--- src/rtl/seg_scan_ctrl.sv ---
// rtl/seg_scan_ctrl.sv - time-multiplexed 7-segment digit scan controller with frame-aligned value loading
module seg_scan_ctrl #(
    parameter int NUM_DIGITS = 4,
    parameter int SCAN_DIV   = 50000,
    parameter bit LZ_BLANK   = 1'b1
) (
    input  logic                      clk,
    input  logic                      rst_n,
    input  logic                      enable,
    input  logic                      load_valid,
    output logic                      load_ready,
    input  logic [4*NUM_DIGITS-1:0]   load_data,
    output logic [3:0]                dig_code,
    output logic                      dig_blank,
    output logic [NUM_DIGITS-1:0]     an_n,
    output logic                      scan_tick
);

    localparam int CW = $clog2(SCAN_DIV);
    localparam int IW = (NUM_DIGITS > 1) ? $clog2(NUM_DIGITS) : 1;
    localparam logic [CW-1:0] CNT_LAST = CW'(SCAN_DIV - 1);
    localparam logic [IW-1:0] IDX_LAST = IW'(NUM_DIGITS - 1);

    typedef enum logic [1:0] {
        IDLE  = 2'd0,
        GUARD = 2'd1,
        DRIVE = 2'd2
    } stateT;

    stateT                   state, stateNext;
    logic [IW-1:0]           idx, idxNext;
    logic [CW-1:0]           cnt, cntNext;
    logic [4*NUM_DIGITS-1:0] display, displayNext;
    logic [4*NUM_DIGITS-1:0] pendData, pendDataNext;
    logic                    pendValid, pendValidNext;
    logic                    frameWrap;
    logic [3:0]              nibble;
    logic                    upperZero;

    logic [NUM_DIGITS-1:0]   anNNext;
    logic [3:0]              digCodeNext;
    logic                    digBlankNext;
    logic                    scanTickNext;
    logic                    loadReadyNext;

    always_ff @(posedge clk) begin
        if (!rst_n) begin
            state      <= IDLE;
            idx        <= '0;
            cnt        <= '0;
            display    <= '0;
            pendData   <= '0;
            pendValid  <= 1'b0;
            an_n       <= '1;
            dig_code   <= 4'd0;
            dig_blank  <= 1'b1;
            scan_tick  <= 1'b0;
            load_ready <= 1'b1;
        end else begin
            state      <= stateNext;
            idx        <= idxNext;
            cnt        <= cntNext;
            display    <= displayNext;
            pendData   <= pendDataNext;
            pendValid  <= pendValidNext;
            an_n       <= anNNext;
            dig_code   <= digCodeNext;
            dig_blank  <= digBlankNext;
            scan_tick  <= scanTickNext;
            load_ready <= loadReadyNext;
        end
    end

    always_comb begin
        stateNext     = state;
        idxNext       = idx;
        cntNext       = cnt;
        displayNext   = display;
        pendDataNext  = pendData;
        pendValidNext = pendValid;
        frameWrap     = 1'b0;

        case (state)
            IDLE: begin
                if (enable) begin
                    stateNext = GUARD;
                    idxNext   = '0;
                    cntNext   = '0;
                end
            end
            GUARD: begin
                stateNext = DRIVE;
                cntNext   = CW'(1);
            end
            DRIVE: begin
                if (cnt == CNT_LAST) begin
                    cntNext   = '0;
                    stateNext = GUARD;
                    if (idx == IDX_LAST) begin
                        idxNext   = '0;
                        frameWrap = 1'b1;
                    end else begin
                        idxNext = idx + 1'b1;
                    end
                end else begin
                    cntNext = cnt + 1'b1;
                end
            end
            default: stateNext = IDLE;
        endcase

        if (!enable) begin
            stateNext = IDLE;
            idxNext   = '0;
            cntNext   = '0;
            frameWrap = 1'b0;
        end

        // load_ready mirrors !pendValid, so apply and transfer never coincide
        if (pendValid && (frameWrap || state == IDLE)) begin
            displayNext   = pendData;
            pendValidNext = 1'b0;
        end else if (load_valid && load_ready) begin
            pendDataNext  = load_data;
            pendValidNext = 1'b1;
        end

        // Outputs are registered from next-cycle values so they line up with the held state
        nibble    = displayNext[4*idxNext +: 4];
        upperZero = 1'b1;
        for (int i = 0; i < NUM_DIGITS; i++) begin
            if (i >= int'(idxNext) && displayNext[4*i +: 4] != 4'd0) begin
                upperZero = 1'b0;
            end
        end

        anNNext       = '1;
        digCodeNext   = 4'd0;
        digBlankNext  = 1'b1;
        scanTickNext  = 1'b0;
        loadReadyNext = !pendValidNext;

        case (stateNext)
            GUARD: scanTickNext = 1'b1;
            DRIVE: begin
                anNNext[idxNext] = 1'b0;
                digCodeNext      = nibble;
                digBlankNext     = (nibble > 4'd9) || (LZ_BLANK && idxNext != '0 && upperZero);
            end
            default: ;
        endcase
    end

endmodule

--- config.mk ---
export PLATFORM = sky130hd
export DESIGN_NAME = seg_scan_ctrl
export DESIGN_NICKNAME = d
export VERILOG_FILES = /design/src/rtl/seg_scan_ctrl.sv
export SDC_FILE = /design/constraint.sdc
export NUM_CORES = 1
export LEC_CHECK = 0
export CAP_MARGIN = 5
export CORE_UTILIZATION = 50
export CTS_BUF_LIST = sky130_fd_sc_hd__clkbuf_8
export DETAILED_ROUTE_END_ITERATION = 12
export PLACE_DENSITY_LB_ADDON = 0.12
export SYNTH_ARGS = -nofsm -noshare
export SYNTH_HDL_FRONTEND = slang
export SYNTH_SLANG_ARGS = --single-unit
--- constraint.sdc ---
create_clock -name clk -period 6.5 [get_ports clk]
set_input_delay 1.95 -clock clk [delete_from_list [all_inputs] [get_ports clk]]
set_output_delay 1.95 -clock clk [all_outputs]
set_load 0.05 [all_outputs]
# ---- Yosys cells after proc, flatten, opt, wreduce, memory -nomap -nowiden
# Cells that the tools add are included.
dict set report classes {
  eq_ne 6
  add_sub_neg 2
  order_cmp 6
  n_shift 1
  n_reduce_logical 20
  muxes 23
  n_bitwise 2
}
# cell count
set ops {}
lappend ops {{one-hot mux 16 bit (3 select lines)} 1}
lappend ops {{2-to-1 mux 16 bit} 2}
lappend ops {{adder 16 x 1 -> 16 bit (second input constant)} 1}
lappend ops {{equality test 16 bit (second input constant)} 1}
lappend ops {{nonzero test 4 bit} 4}
lappend ops {{variable part select 16 x 5 -> 4 bit} 1}
lappend ops {{2-to-1 mux 1 bit} 12}
lappend ops {{2-to-1 mux 2 bit} 5}
lappend ops {{logical AND 1 bit} 7}
lappend ops {{equality test 2 bit (second input constant)} 3}
lappend ops {{one-hot mux 2 bit (3 select lines)} 1}
lappend ops {{AND reduction 2 bit} 3}
lappend ops {{equality test 2 x 1 -> 1 bit (second input constant)} 2}
lappend ops {{greater-or-equal comparator 1 x 2 -> 1 bit (first input constant)} 2}
lappend ops {{> comparator 4 bit (second input constant)} 1}
lappend ops {{inverter 4 bit} 1}
lappend ops {{one-hot mux 2 bit (2 select lines)} 1}
lappend ops {{< comparator 2 x 3 -> 1 bit (second input constant)} 1}
lappend ops {{nonzero test 3 bit} 1}
lappend ops {{adder 2 x 1 -> 2 bit (second input constant)} 1}
lappend ops {{demux 1 bit (select 2 bit)} 1}
lappend ops {{greater-or-equal comparator 2 x 1 -> 1 bit (second input constant)} 1}
lappend ops {{greater-or-equal comparator 2 bit (first input constant)} 1}
lappend ops {{zero test 2 bit} 1}
lappend ops {{4 further kinds} 5}
dict set report totals {
  word_cells 71
  reg_bits 64
  in_bits 20
}

# ---- Logic depth before layout (Yosys ltp)
dict set report depth {
  word_depth 16
  mapped_depth 11
  mapped_depth_nobuf 9
}

# ---- Worst setup path before layout
# OpenSTA, ideal clock, no wires.
dict set report synth_path {
  path_kind {input -> register}
  from {in enable}
  to {reg dig_blank}
  stages 7
  setup_time_ps 128
  arrival_time_ps 3345
  path_buffers 1
  setup_slack_ps 3027
  t_required_ps 6372
  cell_sequence {clkbuf_1 > nor3b_1 > mux2i_1 > mux2i_1 > o221ai_1 > a311oi_1 > o221ai_2}
}
dict set report synth_via {
  elab_chain_cells 12
  elab_cells_between_ends 27
}
# element line
set synth_lines {}
lappend synth_lines {{start: declaration} 9} ;# input logic enable,
lappend synth_lines {{branches (longest 12 deep; another with > comparator 4 bit)} n/a}
lappend synth_lines {{end signal: assignment} 68} ;# dig_blank <= digBlankNext;
lappend synth_lines {{end: declaration} 14} ;# output logic dig_blank,
# Parallel ways; which one is timed is not known.
# A chain may end at the register's enable or synchronous reset.

# ---- Worst setup path in the final report
dict set report layout_path {
  from {in enable}
  to {reg pendData[1]}
}
dict set report layout_via {
  elab_chain_cells 5
}
# element line
set layout_lines {}
lappend layout_lines {{2-to-1 mux 1 bit} 112} ;# if (!enable) begin
lappend layout_lines {{logical OR 1 bit} 120} ;# if (pendValid && (frameWrap || state == IDLE)) begin
lappend layout_lines {{logical AND 1 bit} 120}
lappend layout_lines {{inverter 1 bit (no line)} n/a}
lappend layout_lines {{AND reduction 2 bit (no line)} n/a}
lappend layout_lines {{end signal: assignment} 64} ;# pendData <= pendDataNext;
lappend layout_lines {{end: declaration} 34} ;# logic [4*NUM_DIGITS-1:0] pendData, pendDataNext;
# Every way passes these cells.

==> flow_metrics.tcl <==
set metrics [dict create \
    pin_count 31 \
    ctsResizeCount 0 \
    insertion_delay_ps 350 \
    critPathLaunchType "input port" \
    maxCapViolCount 0 \
    power.switching_fraction_pct 25.7 \
    p_int_mw 0.622 \
    dpl.hpwl_um 5290 \
    cts.sinks 64 \
    yosysUniqueCellTypes 58 \
    vias 2926 \
    cts_tree "built" \
    required_ps 6770 \
    power.switching_mw 0.215 \
    area_growth_pct 16.4 \
    setup_viol_count_final 0 \
    whs_ps 475 \
    clock.fmax_mhz 242 \
    hp-class "reg2reg" \
    yosysSeqAreaShare_pct 40.2 \
    cts_root_buf "clkbuf_8" \
    pwr-share-seq_pct 49.9 \
    initial_core_util_pct 52.9 \
    cts.htree.levels 3 \
    grt_pass1_wl_um 12600 \
    critPathMaxFanout 16 \
    core_sq_mm 0.00603 \
    rows 28 \
    synth_seq_cells 64 \
    synth_area_sq_mm 0.00319 \
    setup_tns_ps 0 \
    combPwrFrac_pct 9.4 \
    fin_nets 447 \
    first_global_vias 2540 \
    yosysWarnings 0 \
    io_buffers 30 \
    dieHeight_um 81.8 \
    synthArstFlopShare_pct 0 \
    relSlewSlack_pct 32.7 \
    min_period_ps 4140 \
    status "finished clean" \
    drive_gt1_share_pct 7.06 \
    cp.arrival_ps 4410 \
    grt-ovfl-total 0 \
    wl_per_cell_um 15.3 \
    synth_edf_count 0 \
    vdd_ir_drop_max_mv 0.219 \
    post-route-period-util_pct 63.7 \
    cts_hold_buf 0 \
    register_area_sq_mm 0.00128 \
    drc 0 \
    synthCells 395 \
    numCtsBuffers 9 \
    tightest_slew_ps 1010 \
    avgSynthCellArea_sq_um 8.06 \
    routed_wl_um 7650 \
    fillerInstances 551 \
    cts.reportedPaths.clkPinSlew_ps 70 \
    dieArea_sq_mm 0.00669 \
    clock_skew_ps 6.50 \
    postCtsSetupBuffers 0 \
    hold_viol 0 \
    grt_use_total_pct 25.4 \
    antenna_found_initial 0 \
    p_leak_nw 1.39 \
    multiInputGateArea_sq_mm 0.00179 \
    p_per_area_mw_per_mm2 226 \
    maxSlewViolCount 0 \
    drtPass1Iterations 5 \
    r2r_slack_ps 3420 \
    rsz0062_at_grt "false" \
    critPathKind "in2reg" \
    grt_max_degree 31 \
    viasPerCell 5.85 \
    synth_fp_nets 422 \
    die_x_um 81.8 \
    synth_ff_type "dfxtp_1" \
    ant_nets 0 \
    p_clk_share_pct 40.7 \
    drt-initial-drc-count 236 \
    gp_congestion 0.887 \
    cp-end-kind "register" \
    antennaDiodeCount 0 \
    clk_path_buf_depth 2 \
]
==> layer usage <==
metal | vias to the layer above | share of wire, % | track usage (%)
met5 | - | 0 | 0
met4 | 0 | 2.4 | 11.1
met3 | 23 | 6.5 | 6.78
met2 | 107 | 42 | 34.9
met1 | 1338 | 49 | 36.6
li1 | 1458 | - | -
==> synth_stat cells (all sizes together) (8+ instances only) <==
library cell / instances / area [sq um]
nand2: 67 / 259
dfxtp: 64 / 1280
nor2: 39 / 146
a21oi: 37 / 185
o21ai: 21 / 116
nand3: 16 / 80.1
clkbuf: 13 / 50.0
mux2i: 12 / 120
and2: 10 / 63.8
nor4: 9 / 62.6
inv: 8 / 30.0
nand3b: 8 / 60.1
==> worst max-delay path: stages <==
cell	delay, ps
clkdlybuf4s50_1	600
and2_1	350
a21oi_1	300
nor2_1	110
nor2_1	790
nand2_1	150
a21oi_1	150
==> final timing paths <==
| check | start | endpoint | depth (start not counted) |
|---|---|---|---|
| hold / removal | pendData[3] | pendData[3] | 2 |
| setup / recovery | enable | pendData[1] | 7 |
| hold reg to reg | pendData[3] | pendData[3] | 2 |
| setup reg to reg | cnt[4] | dig_blank | 7 |
==> area by class of cell <==
| class | instances | share of cell area, % |
|---|---|---|
| sequential | 64 | 34.5 |
| clock inverter | 6 | 1.65 |
| inverter | 9 | 0.911 |
| multi-input combinational | 305 | 48.3 |
| clock buffer | 10 | 3.71 |
| tap | 75 | 2.53 |
| timing repair buffer | 31 | 8.30 |
==> power groups by stage <==
stage / Combinational (mW) / Sequential [mW] / Clock, mW
after detailed placement: 0.0780 / 0.426 / 0
after CTS: 0.0783 / 0.417 / 0.349
after global routing: 0.0877 / 0.419 / 0.364
after global placement: 0.0774 / 0.426 / 0
after floorplan: 0.0516 / 0.423 / 0
final: 0.0786 / 0.418 / 0.341
==> placed cells by master, fill, tap and decap left out, drive strengths merged, types with 4 or more instances in the layout <==
cell,count
and3,7
mux2,4
nand2,67
ha,7
clkbuf,10
clkdlybuf4s50,30
a21oi,37
nor2b,7
dfxtp,64
nor4,9
inv,10
and2,10
o21ai,21
nand3b,8
a221oi,4
nor2,39
nor3,6
mux2i,12
nand3,16
nand2b,6
a31oi,4
nand4,5
==> flip-flops by register name (all words and copies together) (netlist names), 2 cells and up <==
signal and cells:
cnt 16, an_n 4, pendData 16, dig_code 4
display 16, idx 2, state 2
==> per-stage QoR <==
stage | cells | worst slack [ps] | instance area, sq um | utilization, % | total power, mW
final | 500 | 2360 | 3710 | 61.5 | 0.837
after global routing | 500 | 2060 | 3710 | 61.5 | 0.871
after CTS | 500 | 2370 | 3710 | 61.5 | 0.845
after detailed placement | 484 | 2010 | 3510 | 58.2 | 0.504
after global placement | 484 | 2080 | 3510 | 58.2 | 0.503
after floorplan | 395 | 3030 | 3190 | - | 0.475
==> logic make-up after synthesis <==
| group | Yosys count | share of synthesized area, % |
|---|---|---|
| multiplexers | 16 | 5.30 |
| buffers and inverters | 26 | 3.50 |
| AND/OR/NAND/NOR | 192 | 30.0 |
| flip-flops | 64 | 40.2 |
| AO/OA/AOI/OAI | 90 | 18.2 |
| adder cells (fa/ha/maj) | 7 | 2.75 |
(Power assumes the default switching activity.)
